## config.mk

```make
export PLATFORM = sky130hd
export DESIGN_NAME = ssd_scan_ctrl
export DESIGN_NICKNAME = d
export VERILOG_FILES = /design/src/rtl/ssd_scan_ctrl.sv
export SDC_FILE = /design/constraint.sdc
export NUM_CORES = 1
export LEC_CHECK = 0
export ABC_AREA = 1
export CORE_UTILIZATION = 65
export CTS_BUF_LIST = sky130_fd_sc_hd__clkbuf_8
export CTS_CLUSTER_DIAMETER = 40
export DETAILED_ROUTE_END_ITERATION = 7
export PLACE_DENSITY = 0.95
export SYNTH_ARGS = -nofsm -noshare
export SYNTH_HDL_FRONTEND = slang
export SYNTH_SLANG_ARGS = --single-unit
```

## constraint.sdc

```tcl
create_clock -name clk_in -period 6 [get_ports clk_in]
set_input_delay 1.2 -clock clk_in [delete_from_list [all_inputs] [get_ports clk_in]]
set_output_delay 1.2 -clock clk_in [all_outputs]
set_load 0.03 [all_outputs]
```

## src/rtl/ssd_scan_ctrl.sv

```systemverilog
// Multiplexed seven-segment scan controller: frame-aligned word updates, per-digit DP, 16-level PWM.
// Optional build macro SSD_LEADING_ZERO_BLANK_EN blanks leading zero digits above digit 0.

module ssd_glyph_lane (
  input  logic [3:0] nib,
  output logic [6:0] seg
);
  // Active-low segments, bit 6 = a ... bit 0 = g
  always_comb begin
    case (nib)
      4'h0:    seg = 7'b0000001;
      4'h1:    seg = 7'b1001111;
      4'h2:    seg = 7'b0010010;
      4'h3:    seg = 7'b0000110;
      4'h4:    seg = 7'b1001100;
      4'h5:    seg = 7'b0100100;
      4'h6:    seg = 7'b0100000;
      4'h7:    seg = 7'b0001111;
      4'h8:    seg = 7'b0000000;
      4'h9:    seg = 7'b0000100;
      4'hA:    seg = 7'b0001000;
      4'hB:    seg = 7'b1100000;
      4'hC:    seg = 7'b0110001;
      4'hD:    seg = 7'b1000010;
      4'hE:    seg = 7'b0110000;
      default: seg = 7'b0111000;
    endcase
  end
endmodule

module ssd_scan_ctrl #(
  parameter int NUM_DIGITS = 8,
  parameter int DIV_BITS   = 17
) (
  input  logic                    clk_in,
  input  logic                    reset_in,
  input  logic [4*NUM_DIGITS-1:0] word_in,
  input  logic [NUM_DIGITS-1:0]   dp_mask_in,
  input  logic                    word_valid_in,
  output logic                    word_ready_out,
  input  logic [3:0]              bright_in,
  output logic [7:0]              AN_out,
  output logic [7:0]              CATHODE_out,
  output logic                    frame_out
);
  localparam logic [2:0] LAST_DIG = 3'(NUM_DIGITS - 1);

  typedef struct packed {
    logic [NUM_DIGITS-1:0][3:0] word;
    logic [NUM_DIGITS-1:0]      dp;
  } disp_t;

  logic [DIV_BITS-1:0] pre_cnt, pre_nxt;
  logic [2:0]          dig_idx, dig_nxt;
  logic                tick, frame_end, accept;
  logic                pend_full, pend_full_nxt;
  disp_t               pend, disp, disp_nxt, word_req;

  logic [NUM_DIGITS-1:0][6:0] glyph, seg;
  logic [6:0] seg_sel;
  logic       dp_sel, gate;
  logic [7:0] an_nxt, cath_nxt;

  assign word_req  = {word_in, dp_mask_in};
  assign tick      = &pre_cnt;
  assign frame_end = tick & (dig_idx == LAST_DIG);
  assign pre_nxt   = pre_cnt + DIV_BITS'(1);

  assign word_ready_out = ~pend_full;
  assign accept         = word_valid_in & ~pend_full;

  always_comb begin
    dig_nxt = dig_idx;
    if (tick) dig_nxt = (dig_idx == LAST_DIG) ? 3'd0 : dig_idx + 3'd1;
  end

  // A word accepted on the frame boundary skips the pending stage entirely.
  always_comb begin
    disp_nxt      = disp;
    pend_full_nxt = pend_full;
    if (frame_end && pend_full) begin
      disp_nxt      = pend;
      pend_full_nxt = 1'b0;
    end else if (frame_end && accept) begin
      disp_nxt = word_req;
    end else if (accept) begin
      pend_full_nxt = 1'b1;
    end
  end

  always_ff @(posedge clk_in or posedge reset_in) begin
    if (reset_in) begin
      pre_cnt   <= '0;
      dig_idx   <= '0;
      pend      <= '0;
      disp      <= '0;
      pend_full <= 1'b0;
    end else begin
      pre_cnt   <= pre_nxt;
      dig_idx   <= dig_nxt;
      disp      <= disp_nxt;
      pend_full <= pend_full_nxt;
      if (accept && !frame_end) pend <= word_req;
    end
  end

  // Decode from next-state so the registered outputs line up with the counters.
  genvar gi;
  generate
    for (gi = 0; gi < NUM_DIGITS; gi++) begin : g_lane
      ssd_glyph_lane u_lane (.nib(disp_nxt.word[gi]), .seg(glyph[gi]));
    end
  endgenerate

`ifdef SSD_LEADING_ZERO_BLANK_EN
  // hi_nz[i]: some nibble at index >= i is nonzero
  logic [NUM_DIGITS:0] hi_nz;
  assign hi_nz[NUM_DIGITS] = 1'b0;
  generate
    for (gi = 0; gi < NUM_DIGITS; gi++) begin : g_blank
      assign hi_nz[gi] = hi_nz[gi+1] | (|disp_nxt.word[gi]);
      if (gi == 0) begin : g_d0
        assign seg[gi] = glyph[gi];
      end else begin : g_dn
        assign seg[gi] = hi_nz[gi] ? glyph[gi] : 7'b1111111;
      end
    end
  endgenerate
`else
  assign seg = glyph;
`endif

  always_comb begin
    seg_sel = 7'b1111111;
    dp_sel  = 1'b0;
    for (int i = 0; i < NUM_DIGITS; i++) begin
      if (dig_nxt == 3'(i)) begin
        seg_sel = seg[i];
        dp_sel  = disp_nxt.dp[i];
      end
    end
    gate   = pre_nxt[DIV_BITS-1 -: 4] <= bright_in;
    an_nxt = 8'hFF;
    if (gate) an_nxt[dig_nxt] = 1'b0;
    cath_nxt = {~dp_sel, seg_sel};
  end

  always_ff @(posedge clk_in or posedge reset_in) begin
    if (reset_in) begin
      AN_out      <= 8'hFF;
      CATHODE_out <= 8'hFF;
      frame_out   <= 1'b0;
    end else begin
      AN_out      <= an_nxt;
      CATHODE_out <= cath_nxt;
      frame_out   <= frame_end;
    end
  end
endmodule

```

==> results of run 1 <==
## sequential cells by signal, summed over array words and instances, names as in the netlist
signal / count
pend: 40
pre_cnt: 17
dig_idx: 3
AN_out: 8
disp: 40
pend_full: 1
CATHODE_out: 8
frame_out: 1
## cell type report
class	instances	area, um^2	area share (%)
clock buffer	20	275	3.14
clock inverter	12	155	1.77
tap	143	179	2.04
timing repair buffer	66	656	7.49
sequential	118	2970	34.0
inverter	110	423	4.83
multi-input combinational	707	4090	46.8
## metal layers
| layer | vias up | routed length [um] | track usage (%) | part of all wire, % |
|---|---|---|---|---|
| met5 | - | 0 | 0 | 0 |
| met4 | 0 | 519 | 16.1 | 2.7 |
| met3 | 47 | 1490 | 8.12 | 7.7 |
| met2 | 327 | 9420 | 52.7 | 49 |
| met1 | 3235 | 7800 | 40.8 | 41 |
| li1 | 3247 | - | - | - |
## path summary, 6_finish.rpt
kind / start / end / slack (ps) / depth (start not counted)
worst max-delay path: pre_cnt[0]$_DFF_PP0_ / CATHODE_out[5]$_DFF_PP1_ / 1170 / 22
worst min-delay path: pre_cnt[0]$_DFF_PP0_ / pre_cnt[0]$_DFF_PP0_ / 460 / 1
worst max register to register: pre_cnt[0]$_DFF_PP0_ / CATHODE_out[5]$_DFF_PP1_ / 1170 / 22
worst min register to register: pre_cnt[0]$_DFF_PP0_ / pre_cnt[0]$_DFF_PP0_ / 460 / 1
max in group asynchronous: reset_in / pend[9]$_DFFE_PP0P_ / 3600 / 3
min in group asynchronous: reset_in / pend[36]$_DFFE_PP0P_ / 1280 / 2
## stage by stage
step | std cells | utilization [%] | power [uW] | area (um^2) | hold slack, ps
floorplan | 960 | - | 828 | 7640 | 422
global placement | 1144 | 72.9 | 869 | 8320 | 434
detailed placement | 1144 | 72.9 | 870 | 8320 | 456
CTS | 1176 | 76.7 | 1650 | 8750 | 467
global route | 1176 | 76.7 | 1680 | 8750 | 491
finish | 1176 | 76.7 | 1640 | 8750 | 459
## worst reg2reg max path: cells and delay by family, from the launching register on
family,cells,cell delay [ps]
AOI/OAI and AO/OA,2,240
adders and majority gates,3,1010
and+or+nand+nor,14,2320
buffers and inverters,3,820
DFF,1,380
## cell families after synthesis
logic type | count (synthesis)
AOI/OAI and AO/OA | 123
xor gates and xnor gates | 13
adders and majority gates | 57
buffers and inverters | 135
DFF | 118
muxes | 19
and+or+nand+nor | 495
## power groups by stage
| stage | sequential, uW | combinational (uW) | clock (uW) |
|---|---|---|---|
| floorplan | 811 | 16.6 | 0 |
| global placement | 811 | 58.3 | 0 |
| detailed placement | 811 | 59.3 | 0 |
| CTS | 796 | 59.6 | 791 |
| global route | 796 | 64.2 | 824 |
| finish | 796 | 58.7 | 790 |
## layout by cell type, fill, tap and decap left out, drive strengths merged
cell type	synthesis	layout
ha	57	57
dfstp	16	16
o211ai	13	13
nor2	57	57
a21oi	29	29
dfrtp	102	102
xor2	9	9
o21a	2	2
o21ai	53	53
and2	1	1
nor4	1	1
a32o	4	4
a31oi	14	14
or2	1	1
nand4	5	5
clkinvlp	0	3
nor3	3	3
nor3b	1	1
xnor2	4	4
o31ai	1	1
o22ai	5	5
nand3	123	123
clkdlybuf4s50	0	64
mux2	19	19
clkinv	0	4
clkbuf	5	20
bufinv	0	3
a21boi	1	1
o21bai	1	1
nor2b	1	1
buf	20	2
nand3b	3	3
inv	110	112
nand2	299	299
==> results by group, run 1 <==
Outcome
  • Status: completed

Drt
  • Antenna-violating nets left: 0
  • Post-Route WL: 19200 um
  • DRT Pass-1 Iters: 8
  • DRC viols: 0
  • Mean number of vias per cell: 5.83
  • Initial drt markers: 744
  • WL/cell: 16.4 um
  • DR vias: 6856

Clock tree
  • Post-CTS sizing: 0
  • TritonCTS Buffers: 17
  • Setup bufs post-CTS: 0
  • Sink Count: 118
  • CTS tree: yes
  • Reg clk slew, reported paths: 70 ps
  • CTS max path bufs: 2
  • Clock latency on the worst-skew pair: 460 ps
  • CTS HTree Levels: 4
  • Root Buffer: clkbuf_8
  • Post-CTS Hold Buffers: 0

Floorplan
  • # rows: 39
  • Initial core utilization: 67.0%
  • IO Pins: 65
  • DIE WIDTH: 110 um
  • Core ar.: 11400 um^2
  • Die area: 12200 um^2
  • Die Y: 110 um

Final layout
  • Diodes inserted: 0
  • Synthesis-to-finish area growth: 14.5%
  • Nets@finish: 1124
  • Share of cells above drive strength 1: 13.9%
  • FILL cells: 777

Synthesis
  • #FFs+latches synth: 118
  • Post-synthesis adder-cell area fraction: 9.33%
  • YS warnings: 0
  • Post-synthesis simple-gate area fraction: 29.4%
  • Ys async rst share: 100%
  • Syn Inst Count: 960
  • XOR/XNOR Fraction of Synth Area: 1.49%
  • Seq/Total Area, Yosys: 38.9%
  • Mean Syn Cell Area: 7.96 um^2
  • Count leader, synth: nand2_1
  • Compound-Gate Fraction of Synth Area: 10.5%
  • Top cells by area in the synthesized netlist: dfrtp_1 33%, nand2_1 14%, ha_1 9.3%
  • Largest family of logic cells by synthesized area: simple AND/OR/NAND/NOR gates
  • Net Count, Synth: 1064
  • Main synth FF type: dfrtp_1
  • EDFF count, synth: 0
  • Post-synthesis mux area share: 2.80%
  • Syn Std Cell Area: 7640 um^2
  • Yosys cell types: 48
  • Dominant cell type by area after synthesis: dfrtp_1
  • Post-synth top cells: 286 x nand2_1, 113 x nand3_1, 102 x dfrtp_1
  • Yosys top cell area share: 33.4%

Power
  • Logic pwr share: 3.6%
  • Peak supply drop: 0.250 mV
  • Internal power: 1270 uW
  • PD cells: 188 nW/um^2
  • Sequential share of power: 48.4%
  • Clk pwr share: 48.0%
  • Switching power: 377 uW
  • Sw Ratio: 22.9%
  • Static Leak: 0.00439 uW

Timing
  • RSZ-0062 raised after global routing: no
  • Slew HR: 28.6%
  • Setup violations, final: 0
  • Hold Fails Final Rpt: 0
  • Slew @ Worst Pin: 1070 ps
  • Final period util: 80.5%
  • Max Clock Freq: 207 MHz
  • Final setup TNS: 0 ps
  • Final Critical Period: 4830 ps
  • Post-route setup slack: 1170 ps
  • Final Max Tran Viols: 0
  • Clk_skew: 18.1 ps

Place
  • Pre-CTS setup slack: 1300 ps
  • GPL Wtd Cong: 0.943
  • Port buffer count: 64
  • DP Wirelength: 13100 um

Setup path
  • Worst setup path category: register to register
  • Critical path buffers and inverters: 3
  • Slowest CP cell: inv_4
  • Crit-path cells: ha_1, nand3_1, nor3b_1, nand4_1, nor4_1, ha_1, nand2_4, inv_6, nand2_4, inv_4, nand2_1, nand3_1, inv_1, ha_1, nand2_1, a21oi_1, nand2_1, nand2_1, nor2_1, nand2_1, nand2_1, a21boi_1
  • Most frequent CP cell: nand2_1
  • Worst Path Required: 6390 ps
  • Worst setup EP type: register
  • Worst EP arrival: 5220 ps
  • Crit start category: register
  • CP delay by family, top: simple AND/OR/NAND/NOR gates
  • Highest net fanout along the worst path: 49
  • Critical Path Max Stage Delay: 500 ps

Global routing
  • Largest net degree at the start of global routing: 78
  • Initial antenna violation count: 0
  • Vias in the first global route: 6779
  • Aggregate global routing overflow: 0
  • First-pass GRT wire length: 31700 um
  • Gr usage total: 32.6%

Run
  • Max-cap violations: 0

Min path
  • Worst Hold Class: register to register
Power figures use the tool's default switching activity.
==> inputs of run 2 (changes only) <==
CORE_UTILIZATION = 55   (was 65)
PLACE_DENSITY = 0.88   (was 0.95)
clock period = 4.1 ns   (was 6 ns; I/O delays follow)
==> run 2 against run 1 <==
Net effect: via count fell by 2.3%; sequential cell count unchanged; non-clock buffer count up 17; first-iteration DRC count is 4.2% higher; design area increased by 2.0%; sequential power grew 46%; combinational power increased by 47%; cell count grew 4.3%; count of clock-buffer cells in the layout is 3 lower; total power grew 41%; sequential share of layout area decreased by 0.68 points.
==> results by group, run 2 (synthesis gave the netlist of run 1 again) <==
Place
  • GPL Wtd Cong: 0.941
  • Port buffer count: 64
  • DP Wirelength: 13600 um
  • Dpl cells: 1192

Timing
  • Final Max Tran Viols: 0
  • Slew @ Worst Pin: 630 ps
  • Hold Fails Final Rpt: 0
  • Clk_skew: 15.2 ps
  • Final period util: 91.5%
  • Setup violations, final: 0
  • Final Critical Period: 3750 ps
  • Final setup TNS: 0 ps
  • Max Clock Freq: 267 MHz
  • Slew HR: 58.0%

Drt
  • DRC viols: 0
  • DR vias: 6699
  • Mean number of vias per cell: 5.46
  • WL/cell: 15.5 um
  • Initial drt markers: 775
  • DRT Pass-1 Iters: 5
  • Antenna-violating nets left: 0
  • Post-Route WL: 18900 um

Floorplan
  • Initial core utilization: 57.0%
  • Die Y: 120 um
  • Core ar.: 13400 um^2
  • DIE WIDTH: 120 um
  • # rows: 42
  • Die area: 14400 um^2
  • IO Pins: 65

Final layout
  • Diodes inserted: 0
  • Layout Utilization: 66.6%
  • Most frequent cells in the layout: 285 x nand2_1, 113 x nand3_1, 102 x dfrtp_1, 90 x inv_1, 64 x clkdlybuf4s50_1
  • Fin cells: 1226
  • Nets@finish: 1141
  • Share of cells above drive strength 1: 15.7%
  • Commonest non-fill, non-tap cell in the layout: nand2_1
  • Synthesis-to-finish area growth: 16.8%
  • Largest regs: disp: 40 flops, pend: 40 flops, pre_cnt: 17 flops

Global routing
  • Vias in the first global route: 6485
  • Gr usage total: 28.3%
  • First-pass GRT wire length: 31800 um
  • Initial antenna violation count: 0
  • Aggregate global routing overflow: 0
  • Largest net degree at the start of global routing: 73

Run
  • Max-cap violations: 0

Clock tree
  • TritonCTS Buffers: 17
  • Reg clk slew, reported paths: 80 ps
  • Sink Count: 118
  • CTS HTree Levels: 4
  • CTS max path bufs: 2
  • CTS tree: yes
  • Post-CTS Hold Buffers: 0
  • Root Buffer: clkbuf_8
  • Clock latency on the worst-skew pair: 460 ps

Power
  • Peak supply drop: 0.324 mV
  • PD cells: 259 nW/um^2
  • Static Leak: 0.00445 uW

Setup path
  • Worst setup EP type: register
  • Highest net fanout along the worst path: 16
  • Worst EP arrival: 4130 ps
  • Worst Path Required: 4480 ps
  • Flop2flop setup slack: 350 ps
  • Reg2Reg Depth: 19
  • Worst setup path category: register to register
  • R2r endpoint: CATHODE_out[0]$_DFF_PP1_
  • Reg2reg start: pre_cnt[0]$_DFF_PP0_
  • Crit start category: register

Min path
  • WHS Endpoint: pre_cnt[0]$_DFF_PP0_
  • Worst hold path stage count: 1
  • Worst Hold Class: register to register
  • Min-delay src: pre_cnt[0]$_DFF_PP0_

Outcome
  • Status: completed
[run 2: per-stage QoR]
step | setup WS, ps | instance area, um^2 | hold WS [ps] | total power (uW)
floorplan | 177 | 7640 | 422 | 1210
global placement | 350 | 8510 | 434 | 1270
detailed placement | 151 | 8510 | 445 | 1270
CTS | 121 | 8900 | 457 | 2330
global route | -19.4 | 8930 | 480 | 2390
finish | 350 | 8930 | 456 | 2320
[run 2: repair_timing]
item / in CTS / in global routing
gates resized for setup: 0 / 3
hold endpoints to repair: 0 / 0
endpoints found under the setup margin: 0 / 7
buffers inserted: 0 / 2
[run 2: worst max path at each step]
stage / slack (ps) / startpoint / endpoint / cells past startpoint
2_1_floorplan: 180 / reset_in / dig_idx[0]$_DFF_PP0_ / 1
3_3_place_gp: 350 / pre_cnt[0]$_DFF_PP0_ / CATHODE_out[0]$_DFF_PP1_ / 19
3_5_place_dp: 150 / pre_cnt[0]$_DFF_PP0_ / CATHODE_out[0]$_DFF_PP1_ / 19
4_1_cts: 120 / pre_cnt[0]$_DFF_PP0_ / CATHODE_out[0]$_DFF_PP1_ / 19
5_1_grt: -20 / pre_cnt[0]$_DFF_PP0_ / CATHODE_out[1]$_DFF_PP1_ / 24
6_report: 350 / pre_cnt[0]$_DFF_PP0_ / CATHODE_out[0]$_DFF_PP1_ / 19
[run 2: layout make-up]
type                       count  area, um^2
fill                        1136        4470
multi-input combinational    707        4110
sequential                   118        2970
timing repair buffer          83         821
inverter                     110         423
clock buffer                  17         234
tap                          176         220
clock inverter                15         154
[run 2: metal layers]
layer	vias to the layer above	share of wire, %	global-route usage [%]
li1	3284	-	-
met1	3113	45	38.1
met2	267	46	44.4
met3	35	6.5	6.27
met4	0	2.3	10.9
met5	-	0	0
[run 2: report_power, final]
| part | switching (uW) | total, uW | internal (uW) |
|---|---|---|---|
| Sequential | 0.0550 | 1160 | 1160 |
| Clock | 525 | 1070 | 540 |
| Combinational | 42.0 | 86.0 | 43.9 |
[run 2: worst max-delay path, stage by stage (launching register included)]
cell     delay [ps]
dfrtp_1         380
ha_1            190
nand3_1         130
nor3b_2         260
nand4_1         140
nor4_1          220
ha_2            280
nand2_4         150
inv_6            90
nand2_4         140
buf_4           250
a31oi_2         390
inv_1           140
ha_1            260
nand2_2          90
o21ai_1          60
o21ai_1         220
nand2_1          90
nor2_1           90
nand2_1          70
